**src/rtl/aes_stream_ctrl_if.sv**
```systemverilog
// Request/response handshake bundle between a client and aes_stream_ctrl.
// The client uses the master modport and the controller uses the slave modport.
interface aes_stream_ctrl_if;
  logic         in_valid;
  logic         in_ready;
  logic [127:0] in_key;
  logic [127:0] in_data;
  logic         out_valid;
  logic         out_ready;
  logic [127:0] out_data;
  logic         out_err;

  modport master (output in_valid, in_key, in_data, out_ready,
                  input  in_ready, out_valid, out_data, out_err);
  modport slave  (input  in_valid, in_key, in_data, out_ready,
                  output in_ready, out_valid, out_data, out_err);
endinterface

```
**src/rtl/aes_stream_ctrl.sv**
```systemverilog
// Sequencer for a byte-serial AES-128 core: streams key/plaintext bytes in,
// collects 16 ciphertext bytes out, and aborts with out_err on a stalled core.
module aes_stream_ctrl #(
  parameter int TIMEOUT = 1024  // legal range 2..65535
) (
  input  logic                    clk,
  input  logic                    rst,
  aes_stream_ctrl_if.slave        bus,
  output logic                    busy,
  output logic                    core_rst,
  output logic [7:0]              core_keyin,
  output logic [7:0]              core_datain,
  input  logic [7:0]              core_dout,
  input  logic                    core_valid
);
  localparam int            TW      = (TIMEOUT > 1) ? $clog2(TIMEOUT) : 1;
  localparam logic [TW-1:0] TO_LAST = TW'(TIMEOUT - 1);
  localparam logic [TW-1:0] TO_ONE  = TW'(1);

  typedef enum logic [2:0] {
    IDLE = 3'd0,
    LOAD = 3'd1,
    WAIT = 3'd2,
    CAPT = 3'd3,
    DONE = 3'd4
  } state_t;

  state_t        state_r, state_s;
  logic [3:0]    byte_cnt_r;
  logic [TW-1:0] to_cnt_r;
  logic [127:0]  key_sr_r, data_sr_r, res_r;
  logic [7:0]    keyin_r, datain_r;
  logic          err_r, in_ready_r, out_valid_r, busy_r, core_rst_r;

  // Next-state decode.
  always_comb begin
    state_s = state_r;
    case (state_r)
      IDLE: if (bus.in_valid) state_s = LOAD; else state_s = IDLE;
      LOAD: if (byte_cnt_r == 4'd15) state_s = WAIT; else state_s = LOAD;
      WAIT: begin
        if (core_valid) begin
          state_s = CAPT;
        end else if (to_cnt_r == TO_LAST) begin
          state_s = DONE;
        end else begin
          state_s = WAIT;
        end
      end
      CAPT: if (byte_cnt_r == 4'd14) state_s = DONE; else state_s = CAPT;
      DONE: if (bus.out_ready) state_s = IDLE; else state_s = DONE;
      default: state_s = IDLE;
    endcase
  end

  // State register.
  always_ff @(posedge clk) begin
    if (rst) begin
      state_r <= IDLE;
    end else begin
      state_r <= state_s;
    end
  end

  // Datapath and registered outputs; status flags are decoded from the next state.
  always_ff @(posedge clk) begin
    if (rst) begin
      in_ready_r  <= 1'b1;
      busy_r      <= 1'b0;
      out_valid_r <= 1'b0;
      core_rst_r  <= 1'b1;
      keyin_r     <= 8'd0;
      datain_r    <= 8'd0;
      key_sr_r    <= 128'd0;
      data_sr_r   <= 128'd0;
      res_r       <= 128'd0;
      err_r       <= 1'b0;
      byte_cnt_r  <= 4'd0;
      to_cnt_r    <= {TW{1'b0}};
    end else begin
      in_ready_r  <= (state_s == IDLE);
      busy_r      <= (state_s != IDLE);
      out_valid_r <= (state_s == DONE);
      core_rst_r  <= (state_s == IDLE);
      keyin_r     <= 8'd0;
      datain_r    <= 8'd0;
      case (state_r)
        IDLE: begin
          if (bus.in_valid) begin
            // Byte 0 goes straight to the output register; the rest queue up.
            keyin_r    <= bus.in_key[127:120];
            datain_r   <= bus.in_data[127:120];
            key_sr_r   <= {bus.in_key[119:0], 8'd0};
            data_sr_r  <= {bus.in_data[119:0], 8'd0};
            byte_cnt_r <= 4'd0;
            err_r      <= 1'b0;
          end
        end
        LOAD: begin
          to_cnt_r <= {TW{1'b0}};
          if (byte_cnt_r != 4'd15) begin
            byte_cnt_r <= byte_cnt_r + 4'd1;
            keyin_r    <= key_sr_r[127:120];
            datain_r   <= data_sr_r[127:120];
            key_sr_r   <= {key_sr_r[119:0], 8'd0};
            data_sr_r  <= {data_sr_r[119:0], 8'd0};
          end
        end
        WAIT: begin
          byte_cnt_r <= 4'd0;
          to_cnt_r   <= to_cnt_r + TO_ONE;
          if (core_valid) begin
            res_r <= {res_r[119:0], core_dout};
          end else if (to_cnt_r == TO_LAST) begin
            res_r <= 128'd0;
            err_r <= 1'b1;
          end
        end
        CAPT: begin
          byte_cnt_r <= byte_cnt_r + 4'd1;
          res_r      <= {res_r[119:0], core_dout};
        end
        DONE: begin
          res_r <= res_r;
        end
        default: begin
          res_r <= res_r;
        end
      endcase
    end
  end

  assign bus.in_ready  = in_ready_r;
  assign bus.out_valid = out_valid_r;
  assign bus.out_data  = res_r;
  assign bus.out_err   = err_r;
  assign busy          = busy_r;
  assign core_rst      = core_rst_r;
  assign core_keyin    = keyin_r;
  assign core_datain   = datain_r;
endmodule

```
**src/flat_wrapper.sv**
```systemverilog
// flat-port wrapper written by rule: the top's interface ports become plain ports
module aes_stream_ctrl_flat 
#(
  parameter int TIMEOUT = 1024                         
)
  (clk, rst, busy, core_rst, core_keyin, core_datain, core_dout, core_valid, bus_in_valid, bus_in_key, bus_in_data, bus_out_ready, bus_in_ready, bus_out_valid, bus_out_data, bus_out_err);
  aes_stream_ctrl_if bus_i ();
  input  logic clk;
  input  logic rst;
  output logic busy;
  output logic core_rst;
  output logic [7:0] core_keyin;
  output logic [7:0] core_datain;
  input  logic [7:0] core_dout;
  input  logic core_valid;
  input wire logic [$bits(bus_i.in_valid)-1:0] bus_in_valid;
  input wire logic [$bits(bus_i.in_key)-1:0] bus_in_key;
  input wire logic [$bits(bus_i.in_data)-1:0] bus_in_data;
  input wire logic [$bits(bus_i.out_ready)-1:0] bus_out_ready;
  output wire logic [$bits(bus_i.in_ready)-1:0] bus_in_ready;
  output wire logic [$bits(bus_i.out_valid)-1:0] bus_out_valid;
  output wire logic [$bits(bus_i.out_data)-1:0] bus_out_data;
  output wire logic [$bits(bus_i.out_err)-1:0] bus_out_err;
  assign bus_i.in_valid = bus_in_valid;
  assign bus_i.in_key = bus_in_key;
  assign bus_i.in_data = bus_in_data;
  assign bus_i.out_ready = bus_out_ready;
  assign bus_in_ready = bus_i.in_ready;
  assign bus_out_valid = bus_i.out_valid;
  assign bus_out_data = bus_i.out_data;
  assign bus_out_err = bus_i.out_err;
  aes_stream_ctrl #(.TIMEOUT(TIMEOUT)) u_core (.clk(clk), .rst(rst), .bus(bus_i), .busy(busy), .core_rst(core_rst), .core_keyin(core_keyin), .core_datain(core_datain), .core_dout(core_dout), .core_valid(core_valid));
endmodule
```
**config.mk**
```make
export PLATFORM = sky130hd
export DESIGN_NAME = aes_stream_ctrl_flat
export DESIGN_NICKNAME = d
export VERILOG_FILES = /design/src/rtl/aes_stream_ctrl_if.sv /design/src/rtl/aes_stream_ctrl.sv /design/src/flat_wrapper.sv
export SDC_FILE = /design/constraint.sdc
export NUM_CORES = 1
export LEC_CHECK = 0
export ABC_AREA = 1
export CAP_MARGIN = 20
export CORE_MARGIN = 2
export CORE_UTILIZATION = 40
export DETAILED_ROUTE_END_ITERATION = 12
export GPL_ROUTABILITY_DRIVEN = 0
export PLACE_DENSITY_LB_ADDON = 0.15
export SETUP_SLACK_MARGIN = 0.5
export SYNTH_ARGS = -nofsm -noshare
export SYNTH_HDL_FRONTEND = slang
export SYNTH_SLANG_ARGS = --single-unit
```
**constraint.sdc**
```tcl
create_clock -name clk -period 1.8 [get_ports clk]
set_input_delay 0.18 -clock clk [delete_from_list [all_inputs] [get_ports clk]]
set_output_delay 0.18 -clock clk [all_outputs]
set_load 0.02 [all_outputs]
```
Yosys cells after proc, flatten, opt, wreduce, memory -nomap -nowiden
Cells that the tools add are included.

storage, ports and cells
  flip-flop bits (word level) = 421
  bits of input ports = 269
  output and inout bits = 149
  logic and storage cells = 70

cells by class
  $add $sub $neg = 2
  equality and inequality tests = 14
  muxes and demuxes = 30
  reductions and logical operators = 12

operators by type and width
  kind                   count
  $mux 128               6
  $pmux 128 s2           3
  $mux 8                 4
  $pmux 8 s2             2
  $pmux 10 s2            1
  $pmux 4 s4             1
  $pmux 3 s5             1
  $mux 3                 4
  $add 10x1->10 const B  1
  $eq 10x10->1 const B   1
  $eq 4x4->1 const B     2
  $mux 4                 2
  $reduce_bool 2->1      4
  $eq 3x2->1 const B     2
  $eq 3x3->1 const B     2
  $logic_not 3->1        2
  $reduce_and 3->1       2
  $add 4x1->4 const B    1
  $mux 1                 4
  $ne 2x1->1 const B     2
  $ne 2x2->1 const B     2
  $ne 4x4->1 const B     1
  $reduce_and 4->1       1
  $reduce_bool 4->1      1
  other kinds (6)        6

Logic depth before layout (Yosys ltp)
  depth after elaboration = 5
  depth in mapped cells = 11
  depth with buffers taken out = 9

Worst setup path after synthesis
Ideal clock, no wire load.

  path type = register to register
  start point = reg u_core.to_cnt_r[0]
  end point = reg u_core.res_r[10] (netlist: u_core.bus.out_data[10])
  library setup time = 0.115 ns
  arrival = 1.569 ns
  required time = 1.685 ns
  path slack = 0.116 ns
  cell stages (with the launch flop) = 11
  path buffers = 2
  period minus slack after synthesis = 1.684 ns
  cell sequence = dfxtp_1 ha_1 nand2_1 nor2_1 nand3_1 nand2_1 buf_2 clkbuf_1 nand3_1 nand2_1 nor2_1

between the ends
  cells in the longest elaborated chain, start to end = 3

RTL lines
  element                     line                    source
  from (decl)                 aes_stream_ctrl.sv:30   logic [TW-1:0] to_cnt_r;
  from (signal assigned)      aes_stream_ctrl.sv:79   to_cnt_r <= {TW{1'b0}};
  from (signal assigned)      aes_stream_ctrl.sv:100  to_cnt_r <= {TW{1'b0}};
  from (signal assigned)      aes_stream_ctrl.sv:111  to_cnt_r <= to_cnt_r + TO_ONE;
  $eq 10x10->1                aes_stream_ctrl.sv:114  end else if (to_cnt_r == TO_LAST) begin
  $ne 3x2->1 (no line)        n/a
  $reduce_and 2->1 (no line)  n/a
  to (signal assigned)        aes_stream_ctrl.sv:113  res_r <= {res_r[119:0], core_dout};
  to (signal assigned)        aes_stream_ctrl.sv:121  res_r <= {res_r[119:0], core_dout};
  to (signal assigned)        aes_stream_ctrl.sv:124  res_r <= res_r;
  to (decl)                   aes_stream_ctrl.sv:31   logic [127:0] key_sr_r, data_sr_r, res_r;

No other way between the ends.
A chain may end at the register's enable or synchronous reset.

Final worst setup path
  start point = reg u_core.state_r[1]
  end point = reg u_core.res_r[77] (netlist: u_core.bus.out_data[77])

between the ends
  cells in the longest elaborated chain, start to end = 3
  elaborated cells between the ends (all ways) = 6
  those cells by class = 3 x eq/ne; 1 x mux; 2 x reduce/logical

RTL lines
  element                                                    line                   source
  from (decl)                                                aes_stream_ctrl.sv:28  state_t state_r, state_s;
  from (signal assigned)                                     aes_stream_ctrl.sv:61  state_r <= state_s;
  $eq 3x2->1                                                 aes_stream_ctrl.sv:87  case (state_r)
  $ne 3x2->1 (no line) or $reduce_bool 2->1 (tied branches)  n/a
  $reduce_and 2->1 (no line)                                 n/a

Several ways; a longest one is shown, not always the timed one.

==> key figures <==
STA
  – Period utilisation layout: 97.1%
  – Worst Max-Slew Pin Slew: 0.557 ns
  – Slew Limit Fails: 0
  – Setup TNS: 0 ns
  – Min Tclk post-route: 1.75 ns
  – Final hold vios: 0
  – Clock Skews: 0.0185 ns
  – Hold slack: 0.0874 ns
  – RSZ-0062 raised after global routing: true
  – F_max: 572 MHz
  – Max-slew headroom: 62.9%
  – # setup viols final: 0

Floorplan
  – Die height: 217 um
  – Initial Util: 40.7%
  – Die area: 46900 um2
  – Chip width: 217 um
  – CORE AREA: 44400 um2
  – Ports: 418
  – Rows: 77

Synthesis
  – Cell with the most instances after synthesis: nand2_1
  – Register area share after synthesis: 44.9%
  – Synth unique cells: 21
  – Top cells by area, synth: dfxtp_1 (45%), nand2_1 (21%), nor2_1 (13%)
  – Synth area leader: dfxtp_1
  – Syn Inst Count: 2830
  – Post-synth EDFFs: 0
  – Synth Flop Type: dfxtp_1
  – Syn Std Cell Area: 18100 um2
  – Total nets after synthesis: 3102
  – Avg Cell Area, Syn: 6.39 um2
  – Top-area cell type share of the netlist area: 44.9%
  – Synth async-reset ratio: 0%
  – Yosys reg bits: 405
  – Most instantiated cells after synthesis: nand2_1 (997), nor2_1 (605), dfxtp_1 (405)
  – Ys Warns: 0

Placed design
  – Hpwl dp: 39.4 mm
  – Port-buffer cells: 417

Pwr
  – NetSw: 6730 uW
  – Seq pwr share: 41.9%
  – Clock Power Share: 37.1%
  – Pint: 17100 uW
  – Peak supply drop: 0.557 mV
  – Comb pwr share: 21.0%
  – Net Sw Frac: 28.2%
  – Power per cell area: 842 nW/um2
  – Cell leakage power: 0.0131 uW

Min path
  – Worst hold start: rst
  – Hold WC Path Type: input pin to flip-flop
  – Min-Delay Endpoint: u_core.key_sr_r[83]
  – Worst hold path depth: 4

Flow run
  – Count of max-cap constraint violations: 0

GRT
  – Tot GR Track Use: 24.9%
  – Initial antenna violation count: 9
  – Vias in the first global route: 18300
  – Largest net degree at the start of global routing: 105
  – Grt ovf: 0
  – First-pass GRT wire length: 94.3 mm

Worst setup path
  – Crit-path max FO: 9
  – CP startpoint kind: flip-flop
  – Setup Crit Path Kind: flip-flop to flip-flop
  – Worst reg-to-reg path cell count: 12
  – Reg2Reg Launch Point: u_core.state_r[1]
  – Critical Path RT: 2.31 ns
  – Worst Path Arrival: 2.26 ns
  – FF-to-FF setup slack: 0.05 ns
  – Endpoint of the worst register-to-register path: u_core.bus.out_data[77]
  – CP endpoint kind: flip-flop

Clock tree
  – Root Buffer: clkbuf_16
  – H-tree Lvls: 2
  – Clock Latency Late Sink: 0.58 ns
  – # hold bufs at CTS: 0
  – Clock Sinks: 405
  – Clock buffer depth: 3
  – CTS tree: done
  – Clock Pin Slew Worst Setup and Hold Paths: 0.06 ns
  – CTS Buf Count: 44

Drt
  – First drt pass iteration count: 8
  – Average wire per standard cell: 17.5 um
  – Antenna-violating nets left: 0
  – Via count: 20200
  – # DRC: 0
  – 1st-iter DRT viols: 1563
  – Via-to-Cell Ratio: 5.11
  – Drt total wl: 69.0 mm

Final layout
  – Synthesis-to-finish area growth: 56.6%
  – Nets@finish: 3591
  – Share of post-route cells with drive strength above 1: 25.1%

Status
  – Run status: finished, final reports clean
==> worst max path at each step <==
stage / start / endpoint / slack (ns) / cells after the start
floorplan: u_core.to_cnt_r[1] / u_core.bus.out_data[0] / 0.33 / 10
global placement: u_core.state_r[0] / u_core.data_sr_r[8] / -0.06 / 7
detailed placement: u_core.byte_cnt_r[1] / u_core.key_sr_r[16] / -0.12 / 9
CTS: u_core.core_keyin[1] / core_keyin[1] / 0.12 / 1
global route: u_core.state_r[0] / u_core.data_sr_r[86] / -0.02 / 11
finish: u_core.state_r[1] / u_core.bus.out_data[77] / 0.05 / 12
==> logic make-up after synthesis <==
group | synth area share, %
simple gates | 36.0
compound gates | 11.7
flops | 44.9
buf+inv | 7.23
fa+ha+maj | 0.208
xor+xnor | 0.0485
==> worst max-delay path: stages, from the launching register on <==
cell and delay (ns):
dfxtp_2 0.36, inv_4 0.05, nor2_4 0.13, buf_6 0.12, nand2_4 0.05, nor2_4 0.17
nand2_8 0.15, buf_12 0.17, buf_16 0.12, buf_8 0.12, nand3_1 0.07, nand2_1 0.07
nor2_1 0.09
==> through the flow <==
step	cells	total power (uW)	setup slack [ns]	util (%)	area (um2)
after floorplan	2830	12400	0.332	-	18900
after global placement	3721	13700	-0.0646	53.1	23600
after detailed placement	3721	13800	-0.122	53.1	23600
after CTS	3854	23100	0.119	58.3	25900
after global routing	3950	24800	-0.0177	63.7	28300
final	3952	23800	0.0526	63.7	28300
==> power groups by stage <==
| stage | clock (uW) | sequential [uW] | combinational (uW) |
|---|---|---|---|
| 3_5_place_dp | 0 | 10200 | 3590 |
| 6_report | 8850 | 9980 | 5010 |
| 2_1_floorplan | 0 | 10100 | 2280 |
| 3_3_place_gp | 0 | 10100 | 3550 |
| 4_1_cts | 8970 | 9960 | 4150 |
| 5_1_grt | 9350 | 10000 | 5430 |
==> state kept, by name (all words and copies together) (netlist names) <==
name,count
u_core.bus.in_ready,1
u_core.bus.out_data,128
u_core.bus.out_err,1
u_core.bus.out_valid,1
u_core.busy,1
u_core.byte_cnt_r,4
u_core.core_datain,8
u_core.core_keyin,8
u_core.data_sr_r,120
u_core.key_sr_r,120
u_core.state_r,3
u_core.to_cnt_r,10
==> routing by layer <==
metal / GRT usage [%] / vias to the layer above / wire length [um]
met2: 42.8 / 772 / 34000
met3: 3.69 / 137 / 4540
met4: 10.3 / 4 / 2300
met5: 0 / - / 25
met1: 31.2 / 9436 / 28100
li1: - / 9835 / -
==> area by class of cell <==
type | count | area, um2
Sequential cell | 405 | 8310
Inverter | 106 | 420
Clock inverter | 6 | 37.5
Timing Repair Buffer | 644 | 7510
Multi-Input combinational cell | 2118 | 9940
Fill cell | 3857 | 16100
Antenna cell | 7 | 17.5
Clock buffer | 74 | 1350
Tap cell | 592 | 741
==> what timing repair did <==
action,in CTS,in global routing
buffers inserted,37,42
setup endpoints to repair,553,553
gates cloned,16,49
gates resized for setup,235,966
pin swaps,9,91
hold endpoints to repair,0,0
==> cell usage in the layout (no fill, tap or decap), types with 7 or more instances in the layout <==
cell and count:
nand2_1 966, nor2_1 575, dfxtp_1 283, clkdlybuf4s50_1 267, buf_4 178, o21ai_2 115, o21ai_1 108, dfxtp_2 104
inv_1 99, a21oi_1 97, clkbuf_16 84, nand3_1 66, a21oi_2 63, buf_12 51, buf_6 43, clkbuf_2 24
buf_16 23, nor2_2 19, nand2_2 19, clkbuf_1 18, dfxtp_4 18, nor2_4 17, a22oi_1 16, buf_8 14
nand3_2 13, o21ai_0 11, clkbuf_8 11, nand2_4 10, nand2_8 8, diode_2 7
No activity file was read; power rests on OpenSTA's default activity.
